## config.mk

```make
export PLATFORM = sky130hd
export DESIGN_NAME = mips32_boot_loader
export DESIGN_NICKNAME = d
export VERILOG_FILES = /design/src/rtl/mips32_pkg.sv /design/src/rtl/ldr_skid_buf.sv /design/src/rtl/mips32_boot_loader.sv
export SDC_FILE = /design/constraint.sdc
export NUM_CORES = 1
export LEC_CHECK = 0
export ABC_CLOCK_PERIOD_IN_PS = 3700
export BUFFER_PORTS_ARGS = -buffer_cell sky130_fd_sc_hd__buf_4
export CAP_MARGIN = 15
export CELL_PAD_IN_SITES_DETAIL_PLACEMENT = 0
export CELL_PAD_IN_SITES_GLOBAL_PLACEMENT = 2
export CORE_MARGIN = 1.5
export CORE_UTILIZATION = 27
export CTS_CLUSTER_SIZE = 20
export DETAILED_ROUTE_END_ITERATION = 10
export GPL_TIMING_DRIVEN = 0
export MAX_ROUTING_LAYER = met4
export PLACE_DENSITY = 0.93
export SLEW_MARGIN = 10
export SYNTH_ARGS = -nofsm -noshare
export SYNTH_HDL_FRONTEND = slang
export SYNTH_SLANG_ARGS = --single-unit
```

## constraint.sdc

```tcl
create_clock -name clk_x -period 3.7 [get_ports clk_x]
set_input_delay 0.185 -clock clk_x [delete_from_list [all_inputs] [get_ports clk_x]]
set_output_delay 0.185 -clock clk_x [all_outputs]
set_load 0.05 [all_outputs]
```

## src/rtl/mips32_pkg.sv

```systemverilog
// mips32_pkg
// Shared types for the mips32 boot loader.
//   ldr_state_e : loader sequencing states
//   SEL_IMEM/SEL_DMEM : values of the load-stream memory select bit
package mips32_pkg;

    typedef enum logic [2:0] {
        IDLE,
        LOAD,
        RUN,
        DRAIN,
        DUMP,
        DONE
    } ldr_state_e;

    localparam logic SEL_IMEM = 1'b0;
    localparam logic SEL_DMEM = 1'b1;

endpackage

```

## src/rtl/ldr_skid_buf.sv

```systemverilog
// ldr_skid_buf
// One-entry valid/ready holding register for the dump read path. Once a word
// is captured it stays on the output until the consumer takes it.
// Ports:
//   clk_x, rst_x           clock, synchronous active-high reset
//   in_valid/in_data/in_last  word arriving from the memory read
//   in_ready               buffer can take a word this cycle
//   out_valid/out_data/out_last/out_ready  downstream stream
module ldr_skid_buf #(
    parameter int DATA_W = 32
) (
    input  logic              clk_x,
    input  logic              rst_x,
    input  logic              in_valid,
    output logic              in_ready,
    input  logic [DATA_W-1:0] in_data,
    input  logic              in_last,
    output logic              out_valid,
    input  logic              out_ready,
    output logic [DATA_W-1:0] out_data,
    output logic              out_last
);

    logic              full;
    logic [DATA_W-1:0] data_q;
    logic              last_q;

    // Room exists when empty, or when the held word leaves this cycle.
    assign in_ready  = !full || out_ready;
    assign out_valid = full;
    assign out_data  = data_q;
    assign out_last  = full && last_q;

    always_ff @(posedge clk_x) begin
        if (rst_x) begin
            full   <= 1'b0;
            data_q <= '0;
            last_q <= 1'b0;
        end else if (in_valid && in_ready) begin
            full   <= 1'b1;
            data_q <= in_data;
            last_q <= in_last;
        end else if (out_ready) begin
            full   <= 1'b0;
        end
    end

endmodule

```

## src/rtl/mips32_boot_loader.sv

```systemverilog
// mips32_boot_loader
// Loads imem/dmem from a valid/ready stream with the core held in reset,
// runs the core under an optional watchdog until HLT, lets the pipeline
// drain, then streams a window of dmem back out.
// Ports:
//   clk_x, rst_x                 clock, synchronous active-high reset
//   start                        begin a session (IDLE/DONE only)
//   in_*                         load stream (sel 0=imem, 1=dmem)
//   tmo_cycles                   run-cycle limit, 0 disables the watchdog
//   dump_base, dump_count        dump window, captured at start
//   core_rst, core_halted        core control / HLT retired indication
//   imem_*                       imem write port
//   dmem_own, dmem_*             dmem port ownership and loader-side port
//   out_*                        dump stream
//   busy, done, timeout, cycles_run  status
module mips32_boot_loader
    import mips32_pkg::*;
#(
    parameter int DATA_W     = 32,
    parameter int ADDR_W     = 10,
    parameter int IMEM_DEPTH = 1024,
    parameter int DMEM_DEPTH = 1024,
    parameter int TMO_W      = 16,
    parameter int DRAIN_CYC  = 5
) (
    input  logic              clk_x,
    input  logic              rst_x,
    input  logic              start,
    input  logic              in_valid,
    output logic              in_ready,
    input  logic              in_sel,
    input  logic [ADDR_W-1:0] in_addr,
    input  logic [DATA_W-1:0] in_data,
    input  logic              in_last,
    input  logic [TMO_W-1:0]  tmo_cycles,
    input  logic [ADDR_W-1:0] dump_base,
    input  logic [ADDR_W:0]   dump_count,
    output logic              core_rst,
    input  logic              core_halted,
    output logic              imem_we,
    output logic [ADDR_W-1:0] imem_addr,
    output logic [DATA_W-1:0] imem_wdata,
    output logic              dmem_own,
    output logic              dmem_we,
    output logic [ADDR_W-1:0] dmem_addr,
    output logic [DATA_W-1:0] dmem_wdata,
    input  logic [DATA_W-1:0] dmem_rdata,
    output logic              out_valid,
    input  logic              out_ready,
    output logic [DATA_W-1:0] out_data,
    output logic              out_last,
    output logic              busy,
    output logic              done,
    output logic              timeout,
    output logic [TMO_W-1:0]  cycles_run
);

    localparam int DRN_W = (DRAIN_CYC > 1) ? $clog2(DRAIN_CYC) : 1;
    localparam logic [ADDR_W:0] IMEM_LIM = (ADDR_W+1)'(IMEM_DEPTH);
    localparam logic [ADDR_W:0] DMEM_LIM = (ADDR_W+1)'(DMEM_DEPTH);

    ldr_state_e        state, next_state;
    logic [DRN_W-1:0]  drain_cnt;
    logic [ADDR_W-1:0] base_q;
    logic [ADDR_W:0]   count_q;
    logic [ADDR_W:0]   issued;
    logic              rd_pending;
    logic              rd_last;
    logic              load_fire;
    logic              tmo_hit;
    logic              rd_issue;
    logic              skid_ready;
    logic              core_live;

    assign tmo_hit   = (tmo_cycles != '0) && (cycles_run == tmo_cycles);
    assign load_fire = in_ready && in_valid;
    assign core_live = (state == RUN) || (state == DRAIN);

    // A read is only launched when its data is guaranteed a slot in the
    // buffer on the following cycle, and only one read is ever in flight.
    assign rd_issue = (state == DUMP) && (issued < count_q) && !rd_pending && skid_ready;

    // Next-state and combinational port control.
    always_comb begin
        next_state = state;
        in_ready   = (state == LOAD);
        core_rst   = !core_live;
        dmem_own   = !core_live;
        busy       = state inside {LOAD, RUN, DRAIN, DUMP};
        done       = (state == DONE);
        imem_addr  = in_addr;
        imem_wdata = in_data;
        dmem_wdata = in_data;
        imem_we    = load_fire && (in_sel == SEL_IMEM) && ({1'b0, in_addr} < IMEM_LIM);
        dmem_we    = load_fire && (in_sel == SEL_DMEM) && ({1'b0, in_addr} < DMEM_LIM);
        dmem_addr  = (state == DUMP) ? (base_q + issued[ADDR_W-1:0]) : in_addr;
        case (state)
            IDLE:  if (start) next_state = LOAD;
            LOAD:  if (in_valid && in_last) next_state = RUN;
            RUN:   if (core_halted || tmo_hit) next_state = DRAIN;
            DRAIN: if (drain_cnt == DRN_W'(DRAIN_CYC - 1))
                       next_state = (count_q == '0) ? DONE : DUMP;
            DUMP:  if (out_valid && out_ready && out_last) next_state = DONE;
            DONE:  if (start) next_state = LOAD;
            default: next_state = IDLE;
        endcase
    end

    // State register, counters and captured session settings.
    always_ff @(posedge clk_x) begin
        if (rst_x) begin
            state      <= IDLE;
            drain_cnt  <= '0;
            base_q     <= '0;
            count_q    <= '0;
            issued     <= '0;
            rd_pending <= 1'b0;
            rd_last    <= 1'b0;
            cycles_run <= '0;
            timeout    <= 1'b0;
        end else begin
            state <= next_state;
            if (((state == IDLE) || (state == DONE)) && start) begin
                base_q     <= dump_base;
                count_q    <= dump_count;
                cycles_run <= '0;
                timeout    <= 1'b0;
            end
            // The cycle that ends RUN is not counted, so a watchdog expiry
            // leaves cycles_run equal to the programmed limit.
            if ((state == RUN) && (next_state == RUN) && (cycles_run != '1))
                cycles_run <= cycles_run + 1'b1;
            // Halt takes priority over an expiry landing on the same cycle.
            if ((state == RUN) && !core_halted && tmo_hit)
                timeout <= 1'b1;
            drain_cnt  <= (state == DRAIN) ? drain_cnt + 1'b1 : '0;
            issued     <= (state != DUMP) ? '0 : (rd_issue ? issued + 1'b1 : issued);
            rd_pending <= rd_issue;
            rd_last    <= rd_issue && (issued == count_q - 1'b1);
        end
    end

    ldr_skid_buf #(.DATA_W(DATA_W)) u_skid (
        .clk_x     (clk_x),
        .rst_x     (rst_x),
        .in_valid  (rd_pending),
        .in_ready  (skid_ready),
        .in_data   (dmem_rdata),
        .in_last   (rd_last),
        .out_valid (out_valid),
        .out_ready (out_ready),
        .out_data  (out_data),
        .out_last  (out_last)
    );

endmodule

```

* Word level (Yosys, flattened, before mapping)
Cells that the tools add are included.
** Storage, ports and cells
- Bits in registers :: 91
- Input port bits :: 119
** Cells by class
- $add $sub $neg :: 5
- Order comparisons :: 1
- Eq/ne operators :: 11
- Multiplexer cells :: 14
- Bitwise gates (word level) :: 2
- Reductions and logical operators :: 36
** Operators with widths (count)
- $mux W16 :: 2
- $logic_and A1 B1 Y1 :: 18
- $add A16 B1 Y16 const B :: 1
- $eq A16 B16 Y1 :: 1
- $ne A16 B16 Y1 const B :: 1
- $reduce_bool A16 Y1 :: 1
- $mux W3 :: 5
- $pmux W3 S5 :: 1
- $add A11 B1 Y11 const B :: 1
- $eq A11 B11 Y1 :: 1
- $logic_not A11 Y1 :: 1
- $lt A11 B11 Y1 :: 1
- $sub A11 B1 Y11 const B :: 1
- $add A10 B10 Y10 :: 1
- $mux W10 :: 1
- $eq A3 B2 Y1 const B :: 3
- $eq A3 B3 Y1 const B :: 3
- $reduce_bool A2 Y1 :: 3
- $reduce_or A2 Y1 :: 3
- $mux W1 :: 5
- $logic_not A1 Y1 :: 4
- $logic_or A1 B1 Y1 :: 4
- $reduce_bool A4 Y1 :: 1
- $add A3 B1 Y3 const B :: 1
- other kinds (4) :: 5

* Logic depth before layout (Yosys ltp)
Gate-level depths: netlist of run 1.
- Depth after elaboration :: 9
- Depth in mapped cells :: 9
- Gate-level depth less buffers :: 9

* Modules after synthesis
Synthesis of run 1 repeated with hierarchy kept, for this count alone.
** Second synthesis, totals
- Cell total of the unflattened synthesis :: 750
- Area, all modules :: 6254.7 sq um
** By module, submodules not included
- mips32_boot_loader :: times used 1, cells an instance 594, area an instance 4639.4 sq um
- ldr_skid_buf :: times used 1, cells an instance 156, area an instance 1615.3 sq um

* Least setup slack after synthesis of run 1
No wires, ideal clock.
- Path kind :: flip-flop to output port
- From :: reg issued[2]
- To :: out dmem_addr[6]
- Arrival :: 2.745 ns
- Required time :: 3.515 ns
- Setup slack :: 0.770 ns
- Stages on the path, launching flop included :: 8
- Buffers on the path :: 0
- Cells stage by stage :: dfxtp_1 ha_1 nor2b_1 o21a_1 o21a_1 o21a_1 o21a_1 o31ai_1
** On the way
- Longest elaborated chain between the ends :: 2
** RTL lines
- from (decl) :: RTL line mips32_boot_loader.sv:66 : logic [ADDR_W:0] issued;
- from (signal assigned) :: RTL line mips32_boot_loader.sv:137 : issued <= (state != DUMP) ? '0 : (rd_issue ? issued + 1'b1 : issued);
- $add A10 B10 Y10 :: RTL line mips32_boot_loader.sv:96 : dmem_addr = (state == DUMP) ? (base_q + issued[ADDR_W-1:0]) : in_addr;
- $mux W10 :: RTL line mips32_boot_loader.sv:96
- to (decl) :: RTL line mips32_boot_loader.sv:45 : output logic [ADDR_W-1:0] dmem_addr,
No other way between the ends.

* Worst setup path after layout of run 1
- From :: reg issued[0]
- To :: out dmem_addr[8]
Same word-level chain as after synthesis.

==> impl_metrics.json, run 1 <==
{
  "cts_tree": "done",
  "min_path_type": "in2reg",
  "synth-warning-count": 0,
  "synth.avg_cell_area_um2": 7.65,
  "fill_cells": 2227,
  "setup_viol": 0,
  "peakVddDrop_mv": 0.214,
  "drt_first_iter_violations": 389,
  "leakage_nw": 3.41,
  "pwr_density_cell_nw_per_um2": 321,
  "viasPerCell": 4.69,
  "die-area_um2": 22300,
  "cpPeakStageDelay_ns": 0.49,
  "layout-drive-gt1-share_pct": 33.4,
  "fmax_ghz": 0.333,
  "worst_pin_slew_ns": 0.833,
  "finalCritPeriodShare_pct": 81.1,
  "htreeDepth": 3,
  "grt_usage_pct": 16.6,
  "critical_path.endpoint_type": "primary output",
  "grt_overflow": 0,
  "wire_per_inst_um": 14.4,
  "routed_wl_mm": 18.4,
  "finalHoldViolCount": 0,
  "die_y_um": 149,
  "synth.area.top_cells": "dfxtp_1 31%, nand2_1 10%, buf_4 9.7%",
  "crit_path_top_delay_cell": "dfxtp_1",
  "crit_type": "reg2out",
  "cts.sinks": 91,
  "synth_area_leader_cell": "dfxtp_1",
  "clock_path_buffers": 2,
  "synth_ff_type": "dfxtp_1",
  "worst_setup_path_start_kind": "flop",
  "start_util_pct": 27.5,
  "portBuffers": 227,
  "synth_area_um2": 5790,
  "cts_resized": 0,
  "syn_to_final_growth_pct": 40.6,
  "ioPinCount": 261,
  "drc": 0,
  "row_count": 53,
  "layout_min_cycle_time_ns": 3.00,
  "core-area_um2": 21000,
  "die_width_um": 149,
  "crit_buf_inv": 2,
  "cpLargestDelayFamily": "compound AO/OA/AOI/OAI gates",
  "syn_inst": 757,
  "synthArstFlopShare_pct": 0,
  "clockRootBuffer": "clkbuf_16",
  "globalplace.congestion": 0.793,
  "outcome": "complete, no violations",
  "synth_top_area_share_pct": 31.5,
  "diodes": 0,
  "placed_area_um2": 7840,
  "vias": 5974,
  "max-cap-violations": 0,
  "antenna_found_initial": 0,
  "holdBufCountCts": 0,
  "required_ns": 3.51,
  "drv_slew": 0,
  "fin_nets": 1141,
  "dp_hpwl_mm": 14.6,
  "cts.clk_slew.worst_paths_ns": 0.07,
  "fin_skew_ns": 0.0103,
  "grt_first_pass_wirelength_mm": 28.3,
  "crit_chain": "ha_1 > inv_1 > fa_1 > nor2b_1 > o21a_1 > o21a_1 > o211ai_1 > a2111oi_0 > nand3b_1 > buf_4",
  "rsz0062_at_grt": "no",
  "drt-pass1-iter-count": 4,
  "cts_setup_buffers": 0,
  "numCtsBuffers": 9,
  "synth.distinct_cells": 59,
  "fin_setup_tns_ns": 0,
  "maxSlewHeadroom_pct": 44.0,
  "ys_seq_area_share_pct": 31.5,
  "finalPower_mw": 2.61,
  "arrival_ns": 2.82,
  "grt_pass1_vias": 5584,
  "clkLatencyLatePin_ns": 0.35,
  "crit_top_cell": "o21a_1",
  "synth-edff-count": 0,
  "ys_ff_latch": 91,
  "grt_start_max_net_pins": 15,
  "ant_nets": 0,
  "syn_nets": 903,
  "cp_max_fo": 7,
  "stdcell_area_um2": 8140
}
==> stage by stage <==
step / setup WS (ns) / hold WS, ns / util (%) / cells
CTS: 0.687 / 0.0663 / 38.7 / 1274
global route: 0.503 / 0.0757 / 38.7 / 1274
finish: 0.700 / 0.0804 / 38.7 / 1274
global placement: 1.12 / 0.431 / 37.3 / 1259
detailed placement: 1.07 / 0.438 / 37.3 / 1259
floorplan: 0.770 / 0.321 / - / 757
==> worst register-to-register path, cell delays in order (launching register included) <==
cell and delay (ns):
dfxtp_1 0.56, ha_1 0.31, nor2b_1 0.13, o211ai_1 0.14, a21boi_0 0.13, o31ai_1 0.70, nand4_1 0.25, mux2i_1 0.17
==> layer usage <==
metal | share of wire (%) | global-route usage [%] | wire (µm)
met5 | 0 | - | 0
met4 | 1.5 | 5.45 | 277
met2 | 49 | 27.6 | 9110
met3 | 5.3 | 2.41 | 983
met1 | 44 | 20.5 | 8040
==> power breakdown <==
part	switching, mW	leakage (nW)	internal [mW]
logic	0.392	2.53	0.258
clock network	0.390	0.144	0.556
registers	0.0192	0.736	0.997
==> kinds of logic (layout without fill, tap and decap cells) <==
family | Yosys count | after routing | synth area share [%]
buffers and inverters | 137 | 379 | 13.8
adders and majority gates | 27 | 27 | 5.96
DFF | 91 | 91 | 31.5
muxes | 3 | 3 | 0.540
xor gates and xnor gates | 38 | 38 | 5.75
AOI/OAI and AO/OA | 162 | 162 | 18.1
and+or+nand+nor | 299 | 299 | 24.4
==> cell type report <==
class                           instances  area (µm²)  share of cell area, %
Timing Repair Buffer                  227        1700                   20.9
Clock buffer                           11         253                   3.10
Sequential cell                        91        1820                   22.4
Inverter                               24        90.1                   1.11
Tap cell                              275         344                   4.23
Buffer                                113         711                   8.73
Clock inverter                          4        50.0                  0.615
Multi-Input combinational cell        529        3170                   38.9
==> sequential cells by signal, summed over array words and instances, names as in the netlist <==
signal            count
state                 3
rd_last               1
issued               11
timeout               1
cycles_run           16
u_skid.out_valid      1
u_skid.last_q         1
base_q               10
rd_pending            1
count_q              11
drain_cnt             3
u_skid.out_data      32
==> synthesized netlist by cell type, types with 5 or more instances <==
master / instances
nand2_1: 155
dfxtp_1: 91
buf_4: 75
a21oi_1: 70
xnor2_1: 33
clkbuf_1: 30
ha_1: 26
nor2_1: 25
inv_1: 23
nand3_1: 22
o21ai_0: 21
nand4_1: 17
nor3_1: 14
or3_1: 14
nor4_1: 12
nor2b_1: 9
o211ai_1: 9
and3_1: 7
a211o_1: 6
a211oi_1: 5
a31oi_1: 5
o31ai_1: 5
xor2_1: 5
==> worst paths after layout <==
path                          to      startpoint  cells after the start  slack (ns)
max                 dmem_addr[8]       issued[0]                     10        0.70
min          u_skid.out_data[26]  dmem_rdata[26]                      3        0.08
max reg2reg            issued[4]       issued[1]                      7        1.21
min reg2reg        u_skid.last_q         rd_last                      2        0.45
==> placed cells by master (no fill, tap or decap), types with 5 or more instances in the layout <==
cell / n
clkbuf_16: 9
nor4_1: 12
dfxtp_1: 91
a211o_1: 6
ha_1: 26
inv_1: 23
clkbuf_1: 30
nor2_1: 25
a31oi_1: 5
buf_4: 302
nand2_1: 155
o21ai_0: 21
a211oi_1: 5
and3_1: 7
nand3_1: 22
xor2_1: 5
a21oi_1: 70
xnor2_1: 33
o31ai_1: 5
or3_1: 14
nor2b_1: 9
o211ai_1: 9
nor3_1: 14
nand4_1: 17
(Power assumes the default switching activity.)
==> inputs of run 2 (changes only) <==
--- a/config.mk
+++ b/config.mk
@@ -5,18 +5,18 @@
 export SDC_FILE = /design/constraint.sdc
 export NUM_CORES = 1
 export LEC_CHECK = 0
-export ABC_CLOCK_PERIOD_IN_PS = 3700
+export ABC_CLOCK_PERIOD_IN_PS = 2800
 export BUFFER_PORTS_ARGS = -buffer_cell sky130_fd_sc_hd__buf_4
 export CAP_MARGIN = 15
 export CELL_PAD_IN_SITES_DETAIL_PLACEMENT = 0
 export CELL_PAD_IN_SITES_GLOBAL_PLACEMENT = 2
 export CORE_MARGIN = 1.5
-export CORE_UTILIZATION = 27
+export CORE_UTILIZATION = 25
 export CTS_CLUSTER_SIZE = 20
 export DETAILED_ROUTE_END_ITERATION = 10
 export GPL_TIMING_DRIVEN = 0
 export MAX_ROUTING_LAYER = met4
-export PLACE_DENSITY = 0.93
+export PLACE_DENSITY = 0.88
 export SLEW_MARGIN = 10
 export SYNTH_ARGS = -nofsm -noshare
 export SYNTH_HDL_FRONTEND = slang
==> constraint.sdc (replaced) <==
create_clock -name clk_x -period 2.8 [get_ports clk_x]
set_input_delay 0.14 -clock clk_x [delete_from_list [all_inputs] [get_ports clk_x]]
set_output_delay 0.14 -clock clk_x [all_outputs]
set_load 0.05 [all_outputs]
==> impl_metrics.json, run 2 (synthesis results as in run 1) <==
{
  "grt_overflow": 0,
  "globalplace.congestion": 0.816,
  "min_path_type": "in2reg",
  "grt_pass1_vias": 5818,
  "row_count": 55,
  "met2_usage_pct": 27.4,
  "worst_setup_path_start_kind": "flop",
  "cpLargestDelayFamily": "compound AO/OA/AOI/OAI gates",
  "cts.sinks": 91,
  "grt_start_max_net_pins": 14,
  "worst_pin_slew_ns": 0.876,
  "cp_max_fo": 7,
  "final_cell_mix": "302 x buf_4, 155 x nand2_1, 88 x dfxtp_1, 70 x a21oi_1, 33 x xnor2_1",
  "grt_usage_pct": 15.9,
  "worstSetupEndpoint": "dmem_addr[8]",
  "htreeDepth": 3,
  "largest_register_ffs": 32,
  "fin_nets": 1142,
  "clockRootBuffer": "clkbuf_16",
  "core-area_um2": 22700,
  "rsz0062_at_grt": "yes",
  "ioPinCount": 261,
  "rrSetupSlack_ns": 0.26,
  "cts_tree": "done",
  "crit_path_start": "issued[0]",
  "stdcell_area_um2": 8170,
  "die-area_um2": 24100,
  "antenna_found_initial": 0,
  "clkLatencyLatePin_ns": 0.35,
  "drt-pass1-iter-count": 5,
  "place_ws_ns": 0.227,
  "globalRouteMet3Util_pct": 2.34,
  "ant_nets": 0,
  "crit_chain": "ha_1 > inv_1 > fa_2 > nor2b_1 > o21a_1 > o21a_1 > o211ai_1 > a2111oi_0 > nand3b_1 > buf_6",
  "grt_first_pass_wirelength_mm": 29.8,
  "vias": 5988,
  "fmax_ghz": 0.370,
  "holdBufCountCts": 0,
  "r2r_start": "cycles_run[0]",
  "crit_top_cell": "o21a_1",
  "clock_path_buffers": 2,
  "drv_slew": 0,
  "whs_path_depth": 3,
  "cts.clk_slew.worst_paths_ns": 0.07,
  "finalHoldViolCount": 0,
  "layout_commonest_cell": "buf_4",
  "syn_to_final_growth_pct": 41.1,
  "layout_min_cycle_time_ns": 2.70,
  "reg2reg_to": "cycles_run[8]",
  "layout-drive-gt1-share_pct": 34.2,
  "routed_wl_mm": 19.0,
  "fin_setup_tns_ns": 0,
  "arrival_ns": 2.56,
  "fin_cells": 1284,
  "cpPeakStageDelay_ns": 0.39,
  "fin_skew_ns": 0.0165,
  "leakage_nw": 3.43,
  "drc": 0,
  "maxSlewHeadroom_pct": 41.1,
  "portBuffers": 227,
  "placed_area_um2": 7860,
  "drt_first_iter_violations": 347,
  "critical_path.endpoint_type": "primary output",
  "required_ns": 2.66,
  "crit_path_top_delay_cell": "dfxtp_4",
  "path_depth": 10,
  "numCtsBuffers": 9,
  "wire_per_inst_um": 14.8,
  "pwr_density_cell_nw_per_um2": 420,
  "outcome": "complete, no violations",
  "die_width_um": 155,
  "dp_hpwl_mm": 14.9,
  "diodes": 0,
  "use_met1_pct": 19.3,
  "dp_cells": 1269,
  "finalCritPeriodShare_pct": 96.4,
  "start_util_pct": 25.5,
  "setup_viol": 0,
  "max-cap-violations": 0,
  "setup_slack_ns": 0.100,
  "crit_buf_inv": 2,
  "die_y_um": 155,
  "viasPerCell": 4.66,
  "fill_cells": 2473,
  "busiest_layer": "met2",
  "finalPower_mw": 3.43,
  "rr_worst_depth": 7,
  "peakVddDrop_mv": 0.265,
  "crit_type": "reg2out"
}
[run 2: per-layer routing]
layer / vias to the layer above / share of wire [%]
met1: 2745 / 45
met5: - / 0
met4: 0 / 1.3
met2: 157 / 50
met3: 19 / 4.4
li1: 3067 / -
[run 2: per-stage QoR]
stage	hold WS [ns]	utilization, %
after global placement	0.386	34.6
after detailed placement	0.395	34.6
after global routing	0.0304	36.0
final	0.0329	36.0
after CTS	0.0245	35.9
after floorplan	0.276	-
[run 2: cell type report]
cell class	instances	area (µm²)	area share [%]
Sequential cell	91	1830	22.4
Tap cell	285	357	4.37
Clock inverter	3	40.0	0.490
Timing Repair Buffer	228	1720	21.0
Clock buffer	11	243	2.97
Inverter	24	90.1	1.10
Multi-Input combinational cell	529	3180	39.0
Buffer	113	713	8.73
[run 2: worst min path at each step]
stage,start,to,slack [ns]
after global placement,dmem_rdata[12],u_skid.out_data[12],0.39
after CTS,dmem_rdata[30],u_skid.out_data[30],0.02
after floorplan,dump_base[0],base_q[0],0.28
after global routing,dmem_rdata[6],u_skid.out_data[6],0.03
after detailed placement,dmem_rdata[30],u_skid.out_data[30],0.39
final,dump_base[7],base_q[7],0.03
[run 2: timing repair]
action                     in CTS  in global routing
gates cloned                    0                  0
buffers inserted                1                  0
gates resized for setup         5                  6
setup endpoints to repair       1                 14
pin swaps                       2                  2
[run 2: report_power, final]
group          total, mW  internal (mW)  switching (mW)
clock network       1.23          0.705           0.522
logic              0.864          0.342           0.522
registers           1.34           1.32          0.0256
total               3.43           2.36            1.07
[run 2: worst min-delay path, cell delays in order]
cell and delay (ns):
buf_4 0.11, nand2_1 0.04, a21oi_1 0.05
==> inputs of run 3 (changes only) <==
--- a/config.mk
+++ b/config.mk
@@ -11,13 +11,14 @@
 export CELL_PAD_IN_SITES_DETAIL_PLACEMENT = 0
 export CELL_PAD_IN_SITES_GLOBAL_PLACEMENT = 2
 export CORE_MARGIN = 1.5
-export CORE_UTILIZATION = 25
+export CORE_UTILIZATION = 27
 export CTS_CLUSTER_SIZE = 20
 export DETAILED_ROUTE_END_ITERATION = 10
 export GPL_TIMING_DRIVEN = 0
 export MAX_ROUTING_LAYER = met4
-export PLACE_DENSITY = 0.88
+export PLACE_DENSITY = 0.89
 export SLEW_MARGIN = 10
 export SYNTH_ARGS = -nofsm -noshare
 export SYNTH_HDL_FRONTEND = slang
+export SYNTH_HIERARCHICAL = 1
 export SYNTH_SLANG_ARGS = --single-unit
==> impl_metrics.json, run 3 <==
{
  "drt-pass1-iter-count": 4,
  "p_sw_share_pct": 29.6,
  "use_met1_pct": 20.1,
  "pwr_density_cell_nw_per_um2": 417,
  "busiest_layer": "met2",
  "die_width_um": 155,
  "cts_setup_buffers": 0,
  "finalPower_mw": 3.63,
  "portBuffers": 228,
  "globalRouteMet3Util_pct": 2.67,
  "r2r_start": "cycles_run[1]",
  "htreeDepth": 3,
  "fin_skew_ns": 0.00923,
  "fmax_ghz": 0.384,
  "cp_max_fo": 10,
  "cpPeakStageDelay_ns": 0.52,
  "ys_seq_area_share_pct": 29.1,
  "synth-edff-count": 0,
  "syn_nets": 896,
  "worst_setup_path_start_kind": "flop",
  "grt_start_max_net_pins": 16,
  "dp_cells": 1263,
  "setup_viol": 0,
  "finalHoldViolCount": 0,
  "min_path_type": "in2reg",
  "synth_area_leader_cell": "dfxtp_1",
  "core-area_um2": 22700,
  "crit_path_top_delay_cell": "dfxtp_1",
  "cpLargestDelayFamily": "simple AND/OR/NAND/NOR gates",
  "synth_area_um2": 6250,
  "rsz0062_at_grt": "no",
  "synth.avg_cell_area_um2": 8.34,
  "seqPwrFrac_pct": 36.9,
  "diodes": 0,
  "holdBufCountCts": 0,
  "clkLatencyLatePin_ns": 0.34,
  "arrival_ns": 2.82,
  "crit_path_start": "cycles_run[1]",
  "crit_buf_inv": 2,
  "power_frac_comb_pct": 23.7,
  "max-cap-violations": 0,
  "crit_chain": "ha_1 > nand3_1 > nor3_2 > nand4_1 > and4_1 > clkbuf_1 > buf_2 > o211ai_1 > o21ai_0",
  "cts.clk_slew.worst_paths_ns": 0.07,
  "row_count": 55,
  "required_ns": 3.02,
  "outcome": "complete, no violations",
  "die-area_um2": 24100,
  "drc": 0,
  "fin_nets": 1135,
  "clkPwrFrac_pct": 39.4,
  "synth.area.top_cells": "dfxtp_1 29%, buf_4 9.4%, a21bo_1 5.3%",
  "maxSlewHeadroom_pct": 41.3,
  "setup_slack_ns": 0.198,
  "synth.top_cells.by_count": "91 x dfxtp_1, 78 x buf_4, 66 x nand2_1, 53 x nand3_1, 44 x a21oi_1",
  "synth_ff_type": "dfxtp_1",
  "grt_first_pass_wirelength_mm": 29.6,
  "synth.distinct_cells": 58,
  "viasPerCell": 4.71,
  "final_cell_mix": "305 x buf_4, 88 x dfxtp_1, 66 x nand2_1, 53 x nand3_1, 44 x a21oi_1",
  "grt_usage_pct": 15.8,
  "holdWs_ns": 0.0498,
  "peakVddDrop_mv": 0.242,
  "min_from": "dump_base[5]",
  "globalplace.congestion": 0.813,
  "syn_inst": 750,
  "syn_to_final_growth_pct": 39.4,
  "clockRootBuffer": "clkbuf_16",
  "ys_ff_latch": 91,
  "p_int_mw": 2.56,
  "layout-drive-gt1-share_pct": 40.3,
  "largest_register_ffs": 32,
  "leakage_nw": 3.65,
  "place_ws_ns": -0.0191,
  "routed_wl_mm": 19.1,
  "rrSetupSlack_ns": 0.20,
  "wire_per_inst_um": 14.9,
  "synth-warning-count": 6,
  "cts.sinks": 91,
  "p_switching_mw": 1.07,
  "critical_path.endpoint_type": "flop",
  "die_y_um": 155,
  "antenna_found_initial": 0,
  "layout_min_cycle_time_ns": 2.60,
  "cts_tree": "done",
  "grt_overflow": 0,
  "synth_most_common_cell": "dfxtp_1",
  "start_util_pct": 27.5,
  "ant_nets": 0,
  "clock_path_buffers": 2,
  "met2_usage_pct": 26.0,
  "fin_cells": 1279,
  "grt_pass1_vias": 5716,
  "finalCritPeriodShare_pct": 92.9,
  "synth_top_area_share_pct": 29.1,
  "drv_slew": 0,
  "layout_commonest_cell": "buf_4",
  "numCtsBuffers": 9,
  "dp_hpwl_mm": 15.0,
  "ioPinCount": 261,
  "drt_first_iter_violations": 228,
  "crit_type": "reg2reg",
  "vias": 6020,
  "worst_pin_slew_ns": 0.872,
  "synthArstFlopShare_pct": 0
}
## run 3: cell types whose count changed in the layout (fill, tap and decap cells not counted), sizes merged, moves of 9 or more
cell,previous run,this run
nand2,155,66
a21bo,0,33
nand3,22,53
buf,311,325
xnor2,33,19
xor2,5,18
nand2b,2,14
o21ai,23,32
## run 3: kinds of logic after synthesis
group           share of synthesized area (%)
xor+xnor                                 5.18
buf+inv                                  14.7
flops                                    29.1
fa+ha+maj                                5.52
compound gates                           23.7
simple gates                             20.8
mux                                      1.00
## run 3: final timing paths
path                    end  cells past startpoint
min               base_q[5]                      3
max reg2reg  cycles_run[15]                      9
max          cycles_run[15]                      9
min reg2reg    drain_cnt[0]                      1
## run 3: worst register-to-register path: cells and delay by family (launching register included)
family / cells / cell delay, ns
simple gates: 4 / 1.08
compound gates: 2 / 0.21
buf+inv: 2 / 0.41
fa+ha+maj: 1 / 0.26
flops: 1 / 0.52
## run 3: final cells by class
cell class	count	area [µm²]
Fill cell	2333	14000
Multi-Input combinational cell	513	3540
Sequential cell	91	1830
Timing Repair Buffer	228	1720
Buffer	122	837
Tap cell	285	357
Clock buffer	10	239
Clock inverter	6	111
Inverter	24	90.1
## run 3: timing repair
action	CTS	global route
pin swaps	0	0
gates resized for setup	5	11
setup endpoints to repair	15	20
## run 3: per-layer routing
layer	wire length [µm]	up-vias
li1	-	3063
met1	8650	2778
met2	9210	162
met3	952	17
met4	265	0
met5	0	-
## run 3: power by group through the flow
stage	logic, mW	registers, mW	clock network, mW
after CTS	0.865	1.34	1.48
after global placement	0.861	1.37	0
final	0.860	1.34	1.43
after global routing	0.920	1.34	1.53
after floorplan	0.573	1.36	0
after detailed placement	0.860	1.37	0
## run 3: stage by stage
stage          cell area (µm²)  utilization, %  setup TNS [ns]
3_5_place_dp              8330            36.7         -0.0407
5_1_grt                   8720            38.4               0
3_3_place_gp              8330            36.7          -0.965
6_report                  8720            38.4               0
2_1_floorplan             6260               -               0
4_1_cts                   8700            38.3               0
